[config.mk]
export PLATFORM = sky130hd
export DESIGN_NAME = icache_ctrl
export DESIGN_NICKNAME = d
export VERILOG_FILES = /design/src/rtl/mips_pkg.sv /design/src/rtl/icache_array.sv /design/src/rtl/icache_ctrl.sv
export SDC_FILE = /design/constraint.sdc
export NUM_CORES = 2
export LEC_CHECK = 0
export ABC_AREA = 1
export CAP_MARGIN = 20
export CORE_MARGIN = 1
export CORE_UTILIZATION = 57
export DETAILED_ROUTE_END_ITERATION = 8
export GPL_TIMING_DRIVEN = 1
export PLACE_DENSITY = 0.73
export SYNTH_ARGS = -nofsm -noshare
export SYNTH_HDL_FRONTEND = slang
export SYNTH_SLANG_ARGS = --single-unit
[constraint.sdc]
create_clock -name clk -period 10.2 [get_ports clk]
set_input_delay 2.04 -clock clk [delete_from_list [all_inputs] [get_ports clk]]
set_output_delay 2.04 -clock clk [all_outputs]
set_load 0.05 [all_outputs]
[src/rtl/mips_pkg.sv]
// Shared definitions for the instruction-cache slice.
// Provides the refill FSM state type, the NOP word driven on a miss, and
// helpers that derive the pc field widths from the cache geometry.
package mips_pkg;

    typedef enum logic [1:0] {
        IDLE      = 2'd0,
        REFILL    = 2'd1,
        FILL_DONE = 2'd2
    } cacheState_t;

    localparam logic [31:0] NOP = 32'h0000_0000;

    // Word-offset field width: log2(words per line).
    function automatic int unsigned offsetBits(input int unsigned wordsPerLine);
        return $clog2(wordsPerLine);
    endfunction

    // Line-index field width: log2(number of lines).
    function automatic int unsigned indexBits(input int unsigned lines);
        return $clog2(lines);
    endfunction

    // Tag width: whatever remains of the word address above index and offset.
    function automatic int unsigned tagBits(input int unsigned lines, input int unsigned wordsPerLine);
        return 32 - 2 - offsetBits(wordsPerLine) - indexBits(lines);
    endfunction

endpackage

[src/rtl/icache_array.sv]
// Valid/tag/data storage of the direct-mapped instruction cache.
// Ports:
//   clk, rst                 clock, synchronous active-high reset (clears valid only)
//   rdIndex, rdOffset        combinational read address
//   rdValid, rdTag, rdWord   combinational read data for the addressed line/word
//   wrEn, wrIndex, wrOffset, wrData   single-word data write
//   tagWrEn, wrTag           tag write + valid set for line wrIndex
module icache_array
    import mips_pkg::*;
#(
    parameter int unsigned LINES          = 16,
    parameter int unsigned WORDS_PER_LINE = 4
) (
    input  logic                                       clk,
    input  logic                                       rst,
    input  logic [indexBits(LINES)-1:0]                rdIndex,
    input  logic [offsetBits(WORDS_PER_LINE)-1:0]      rdOffset,
    output logic                                       rdValid,
    output logic [tagBits(LINES, WORDS_PER_LINE)-1:0]  rdTag,
    output logic [31:0]                                rdWord,
    input  logic                                       wrEn,
    input  logic [indexBits(LINES)-1:0]                wrIndex,
    input  logic [offsetBits(WORDS_PER_LINE)-1:0]      wrOffset,
    input  logic [31:0]                                wrData,
    input  logic                                       tagWrEn,
    input  logic [tagBits(LINES, WORDS_PER_LINE)-1:0]  wrTag
);

    localparam int unsigned TB = tagBits(LINES, WORDS_PER_LINE);

    logic [LINES-1:0] validBits;
    logic [TB-1:0]    tagMem  [LINES];
    logic [31:0]      dataMem [LINES][WORDS_PER_LINE];

    // Valid bits are the only state cleared by reset.
    always_ff @(posedge clk) begin
        if (rst) begin
            validBits <= '0;
        end else if (tagWrEn) begin
            validBits[wrIndex] <= 1'b1;
        end
    end

    // Tag and data arrays keep their contents across reset.
    always_ff @(posedge clk) begin
        if (wrEn) begin
            dataMem[wrIndex][wrOffset] <= wrData;
        end
        if (tagWrEn) begin
            tagMem[wrIndex] <= wrTag;
        end
    end

    assign rdValid = validBits[rdIndex];
    assign rdTag   = tagMem[rdIndex];
    assign rdWord  = dataMem[rdIndex][rdOffset];

endmodule

[src/rtl/icache_ctrl.sv]
// Direct-mapped instruction cache controller.
// Answers the fetch lookup combinationally in IDLE and, on a miss, refills the
// whole line from backing memory one word per mem_req/mem_ready handshake.
// Ports:
//   clk, rst              clock, synchronous active-high reset
//   pc                    fetch address (bits [1:0] ignored)
//   instruction, hit      lookup result; hit=0 stalls the pipeline
//   mem_req, mem_addr     registered refill word request and address
//   mem_ready, mem_rdata  backing-memory accept strobe and data
module icache_ctrl
    import mips_pkg::*;
#(
    parameter int unsigned LINES          = 16,
    parameter int unsigned WORDS_PER_LINE = 4
) (
    input  logic        clk,
    input  logic        rst,
    input  logic [31:0] pc,
    output logic [31:0] instruction,
    output logic        hit,
    output logic        mem_req,
    output logic [31:0] mem_addr,
    input  logic        mem_ready,
    input  logic [31:0] mem_rdata
);

    localparam int unsigned OB = offsetBits(WORDS_PER_LINE);
    localparam int unsigned IB = indexBits(LINES);
    localparam int unsigned TB = tagBits(LINES, WORDS_PER_LINE);
    localparam int unsigned LW = TB + IB;

    cacheState_t   state, nextState;
    logic [LW-1:0] refillLine, nextLine;
    logic [OB-1:0] wordCnt, nextCnt;

    logic          rdValid;
    logic [TB-1:0] rdTag;
    logic [31:0]   rdWord;
    logic          lookupHit;
    logic          lastWord;
    logic          fillWrEn;
    logic          tagWrEn;
    logic          unusedPcBits;

    assign unusedPcBits = ^pc[1:0];

    icache_array #(
        .LINES          (LINES),
        .WORDS_PER_LINE (WORDS_PER_LINE)
    ) u_array (
        .clk      (clk),
        .rst      (rst),
        .rdIndex  (pc[OB+IB+1:OB+2]),
        .rdOffset (pc[OB+1:2]),
        .rdValid  (rdValid),
        .rdTag    (rdTag),
        .rdWord   (rdWord),
        .wrEn     (fillWrEn),
        .wrIndex  (refillLine[IB-1:0]),
        .wrOffset (wordCnt),
        .wrData   (mem_rdata),
        .tagWrEn  (tagWrEn),
        .wrTag    (refillLine[LW-1:IB])
    );

    assign lookupHit = rdValid && (rdTag == pc[31:OB+IB+2]);
    assign lastWord  = (wordCnt == OB'(WORDS_PER_LINE - 1));

    // State, refill line/counter and the registered memory request.
    always_ff @(posedge clk) begin
        if (rst) begin
            state      <= IDLE;
            refillLine <= '0;
            wordCnt    <= '0;
            mem_req    <= 1'b0;
            mem_addr   <= '0;
        end else begin
            state      <= nextState;
            refillLine <= nextLine;
            wordCnt    <= nextCnt;
            mem_req    <= (nextState == REFILL);
            mem_addr   <= (nextState == REFILL) ? {nextLine, nextCnt, 2'b00} : '0;
        end
    end

    // Lookup, miss capture and refill sequencing. Reset wins over a
    // concurrent transfer, so array writes are suppressed while rst is high.
    always_comb begin
        nextState   = state;
        nextLine    = refillLine;
        nextCnt     = wordCnt;
        fillWrEn    = 1'b0;
        tagWrEn     = 1'b0;
        hit         = 1'b0;
        instruction = NOP;
        case (state)
            IDLE: begin
                if (lookupHit) begin
                    hit         = 1'b1;
                    instruction = rdWord;
                end else begin
                    nextState = REFILL;
                    nextLine  = pc[31:OB+2];
                    nextCnt   = '0;
                end
            end
            REFILL: begin
                if (mem_ready) begin
                    fillWrEn = !rst;
                    tagWrEn  = !rst && lastWord;
                    nextCnt  = wordCnt + OB'(1);
                    if (lastWord) begin
                        nextState = FILL_DONE;
                    end
                end
            end
            FILL_DONE: begin
                nextState = IDLE;
            end
            default: begin
                nextState = IDLE;
            end
        endcase
    end

endmodule

### Word level (Yosys, flattened, before mapping)

Memories as Yosys holds them, arrays and structs flattened.
Index checks and enable logic that the tools add are counted.

* register bits: 81
* memory bits (writable): 2432
* input bits: 67
* output and inout bits: 66
* logic and storage cells: 61
* memories: 2

* add/sub/neg operators: 1
* order comparisons: 6
* equality and inequality tests: 4
* multiplexer cells: 30
* bitwise logic cells: 4
* reduce and logical (&&, ||, !) cells: 7

Memories
* u_array.dataMem: depth 16, width 128, rd ports 1, clocked after Yosys merged registers in 0, write ports 1, line icache_array.sv:33 `logic [31:0] dataMem [LINES][WORDS_PER_LINE];`
* u_array.tagMem: depth 16, width 24, rd ports 1, clocked after Yosys merged registers in 0, write ports 1, line icache_array.sv:32 `logic [TB-1:0] tagMem [LINES];`

Operators with widths (number)
* two-way mux 32 bit: 5
* two-way mux 128 bit: 1
* binary-select mux 32 bit (select 2 bit): 1
* demux 32 bit (select 2 bit): 1
* two-way mux 28 bit: 2
* == test 24 bit: 1
* OR 16 bit: 1
* two-way mux 1 bit: 11
* less-than comparator 4 x 5 -> 1 bit, second input constant: 2
* two-way mux 2 bit: 5
* one-hot mux 2 bit (2 select lines): 2
* greater-or-equal comparator 3 bit, second input constant: 2
* inverter 2 -> 3 bit: 2
* binary-select mux 1 bit (select 4 bit): 1
* demux 1 bit (select 4 bit): 1
* == test 2 x 1 -> 1 bit, second input constant: 2
* greater-or-equal comparator 4 x 1 -> 1 bit, second input constant: 1
* logical AND 1 bit: 4
* less-than comparator 3 x 1 -> 1 bit, second input constant: 1
* adder 2 x 1 -> 2 bit, second input constant: 1
* == test 2 bit, second input constant: 1
* logical NOT 2 bit: 1
* OR reduction 2 bit: 1
* logical NOT 1 bit: 1
* inverter 1 bit: 1

### Longest topological paths before layout

* word-level depth: 8
* gate-level depth with buffers: 20
* gate-level depth less buffers: 18

### By module

Synthesis repeated with hierarchy kept, for this count alone.

* cell total of the unflattened synthesis: 8402
* area total of the unflattened synthesis: 101080.7 µm²

Modules (own cells, without submodules)
* icache_array: times used 1, cells each 7930, area each 97826.3 µm², sequential area each 73350.3 µm²
* icache_ctrl: times used 1, cells each 472, area each 3254.4 µm², sequential area each 1261.2 µm²

### Worst setup path before layout

OpenSTA, ideal clock, no wires.

* path type: input port to output port
* start: input pc[5]
* end: output instruction[27]
* data arrival time: 4.418 ns
* required time: 8.160 ns
* setup slack: 3.742 ns
* stages on the path: 13
* buffers on the path: 5
* cell sequence: inv_1 > buf_2 > buf_2 > buf_2 > buf_2 > buf_1 > a21oi_1 > a221o_1 > o211ai_1 > o311ai_0 > nand3_1 > nand2_1 > nor2_1

* word-level cells in the longest chain between the ends: 6
* elaborated cells between the ends (all ways): 11
* classes of those cells: eq/ne (1); mux (7); reduce/logical (1); memory (2)

Ends and longest elaborated chain
* from (decl): line icache_ctrl.sv:18 `input logic [31:0] pc,`
* memory read (16 x 128 bit)
* binary-select mux 32 bit (select 2 bit): line icache_array.sv:56 `assign rdWord = dataMem[rdIndex][rdOffset];`
* two-way mux 32 bit (implied by the code) (2 in a row): line icache_array.sv:56
* two-way mux 32 bit *: line icache_ctrl.sv:98 `if (lookupHit) begin`
* two-way mux 32 bit *: line icache_ctrl.sv:96 `case (state)`
* to (decl): line icache_ctrl.sv:19 `output logic [31:0] instruction,`

Mark *: on every way between the ends. The rest lies on a longest branch, timed or not. The select of a mux whose other input is x is not followed.

### Worst setup path after layout

* start: input pc[4]
* end: output instruction[3]

The elaborated chain is that of the path after synthesis.

==> results.md <==
* Status: completed
* Root Driver: clkbuf_16
* Chip width at 420 µm
* Maximum clock path buffer count at 3
* Critical Path, Cell by Cell: buf_8, inv_8, buf_4, buf_4, a21oi_1, a221oi_1, o311ai_0, nand3_1, nand2_1, nor2_1, clkdlybuf4s50_1
* Nets at 7697
* Critical Path Slowest Stage Cell: o311ai_0
* Post_cts resized at 0
* Synth Area in Compound Gates at 11.1%
* Via-to-Cell Ratio at 6.46
* Fin crit share at 84.6%
* FF+latch count, synth at ~2500
* Drt drc at 0
* Final Wtd Congestion at 0.838
* Ratio of cells with drive above 1 in the final layout at 7.96%
* Power per cell area at 191 nW/µm²
* Post-layout min period at 8.63 ns
* Chip Height at 420 µm
* Cell Rows at 152
* Post-route ant nets at 0
* IO buf count at 128
* Hold Fails Final Rpt at 0
* Largest net degree at the start of global routing at 185
* Leakage power at roughly 0.037 µW
* Startpoint Class: primary input
* Cell count after synthesis at 7644
* Setup repair bufs after CTS at 0
* Inserted Clock Buffers at 237
* CP peak stage delay at between 0.8 and 0.9 ns
* H-tree Lvls at 4
* Worst vdd ir at 237 µV
* Worst Hold Class: reg2reg
* FMAX at 116 MHz
* Switch Pwr at 4760 µW
* Synth async-reset ratio at 0%
* Worst Max-Slew Pin Slew at approximately 1.2 ns
* Worst setup path category: in2out
* Commonest non-fill, non-tap cell in the layout: edfxtp_1
* Setup violators final at 0
* Vias in the first global route at a little over 60000
* Final slew viol count at 0
* Initial DRC count at 10200
* Vias at 65600
* Main combinational cell family by area after synthesis: compound AO/OA/AOI/OAI gates
* Synth Flop Type: edfxtp_1
* Max FO, Critical Path at about 160
* Post-Synth Simple-Gate Area at 10.7%
* Adder-cell share of the synthesized area at less than 1%
* Initial antenna violation count at 13
* IO Pins at about 130
* Seq/Total Area, Yosys at 75.1%
* Switching Fraction at 22.4%
* Clock share of power at 40.4%
* Arr. time, crit path at 6.59 ns
* Most frequent cells in the layout: edfxtp_1, nand2_1, nor2_1
* Cells after DPL at between 9000 and 10000
* Area of the die at 176000 µm²
* GRT overflow at 0
* Drt total wl at 275 mm
* Setup_tns at 0 ns
* Clock Latency Late Sink at 0.89 ns
* Critical Path End Type: output pin
* Unrepaired setup endpoints after global routing: no
* Critical Path RT at 8.16 ns
* EDFF count, synth at between 2000 and 2500
* Hold slack at around 0.47 ns
* Int Power at ~16000 µW
* Gate power share at 6.0%
* Final Power at 21200 µW
* Routed len/inst at about 27 µm
* Seq pwr share at 53.6%
* Final Skew at about 0.055 ns
* Hold-fix buffers, CTS at 0
* Post-synthesis mux area share at 0%
* Slew HR at 22.2%
* Netlist cell types at 33
* XOR/XNOR Fraction of Synth Area at 0%
* CTS tree: done
* Avg Inst Size Synth at 13.0 µm²
* Synth Cell Area at 99400 µm²
* Total GRT Usage at 30.8%
* Max-cap check violation count at 0
* TritonRoute pass-1 iters at 6
* Clock sinks at 2511
* Core area at 172000 µm²
* Number of synthesis warnings at 0
* Area Overhead vs Synth at 12.0%
* Clk slew on worst S/H paths at 0.06 ns
* Initial Utilization at 57.7%
* Cell Count, Final, Fillers Out at approximately 10000
* First-pass GRT wire length at 397 mm
* CP most frequent cell: buf_4
* Core Util, Final at 64.6%
* DP Wirelength at 135 mm
-- metrics by stage --
step / setup slack [ns] / instance area, µm²
2_1_floorplan: 3.74 / 99400
3_3_place_gp: 1.75 / 103000
3_5_place_dp: 1.73 / 103000
4_1_cts: 1.71 / 111000
5_1_grt: 1.32 / 111000
6_report: 1.57 / 111000
-- worst max-delay path, delay by kind of cell --
| kind | cells | cell delay, ns |
|---|---|---|
| AOI/OAI and AO/OA | 3 | 1.11 |
| buffers and inverters | 5 | 2.41 |
| and+or+nand+nor | 3 | 0.87 |
-- layer usage --
| layer | global-route usage [%] | part of all wire (%) | vias to the layer above |
|---|---|---|---|
| li1 | - | - | 28300 |
| met1 | 42.6 | 37 | 32300 |
| met2 | 48.0 | 47 | 4377 |
| met3 | 6.20 | 12 | 624 |
| met4 | 12.7 | 4.1 | 2 |
| met5 | 0 | 0.0036 | - |
-- cell type report --
class | instances | area [µm²]
timing repair buffer | 295 | 3050
multi-input combinational | 4362 | 22300
fill | 12100 | 61000
antenna | 6 | 15.0
inverter | 219 | 850
sequential | 2511 | 74600
tap | 2310 | 2890
clock inverter | 128 | 1200
clock buffer | 316 | 6360
-- final timing paths --
path	from	end	slack, ns	depth (start not counted)
hold reg to reg	u_array.validBits[4]$_SDFFE_PP0P_	u_array.validBits[4]$_SDFFE_PP0P_	0.47	2
hold / removal	u_array.validBits[4]$_SDFFE_PP0P_	u_array.validBits[4]$_SDFFE_PP0P_	0.47	2
setup / recovery	pc[4]	instruction[3]	1.57	11
setup reg to reg	u_array.tagMem[4][20]$_DFFE_PP_	mem_addr[17]$_SDFF_PP0_	6.06	15
-- synthesized netlist by cell type, drive strengths merged, types with 10 or more instances --
cell / n / area, µm²
buf: 175 / 825
o211ai: 123 / 923
o221ai: 192 / 1680
nor2: 634 / 2380
a21oi: 519 / 2600
clkbuf: 378 / 1420
a32o: 118 / 1180
o21ai: 487 / 2440
o311ai: 40 / 350
a221oi: 160 / 1400
inv: 218 / 818
nand3: 418 / 2100
nand2: 1601 / 6020
a221o: 32 / 320
a311o: 10 / 100
dfxtp: 79 / 1580
edfxtp: 2432 / 73000
-- registers in the layout, indices dropped and copies added, names as in the netlist --
| name | cells |
|---|---|
| u_array.dataMem | 2048 |
| u_array.tagMem | 384 |
| wordCnt | 2 |
| mem_addr | 30 |
| refillLine | 28 |
| u_array.validBits | 16 |
| mem_req | 1 |
| state | 2 |
-- power groups by stage --
stage                     sequential [µW]  combinational, µW  clock, µW
after floorplan                     11600                673          0
after global placement              11600               1170          0
after detailed placement            11600               1210          0
after CTS                           11400               1220       8620
after global routing                11400               1350       9010
final                               11400               1270       8590
-- logic make-up (layout without fill, tap and decap cells) --
kind of cell / count (synthesis) / count (layout)
AO/OA/AOI/OAI: 1681 / 1681
adder cells (fa/ha/maj): 4 / 4
buffers and inverters: 772 / 958
AND/OR/NAND/NOR: 2675 / 2675
flip-flops: 2511 / 2511
other: 1 / 8
Power figures use the tool's default switching activity.
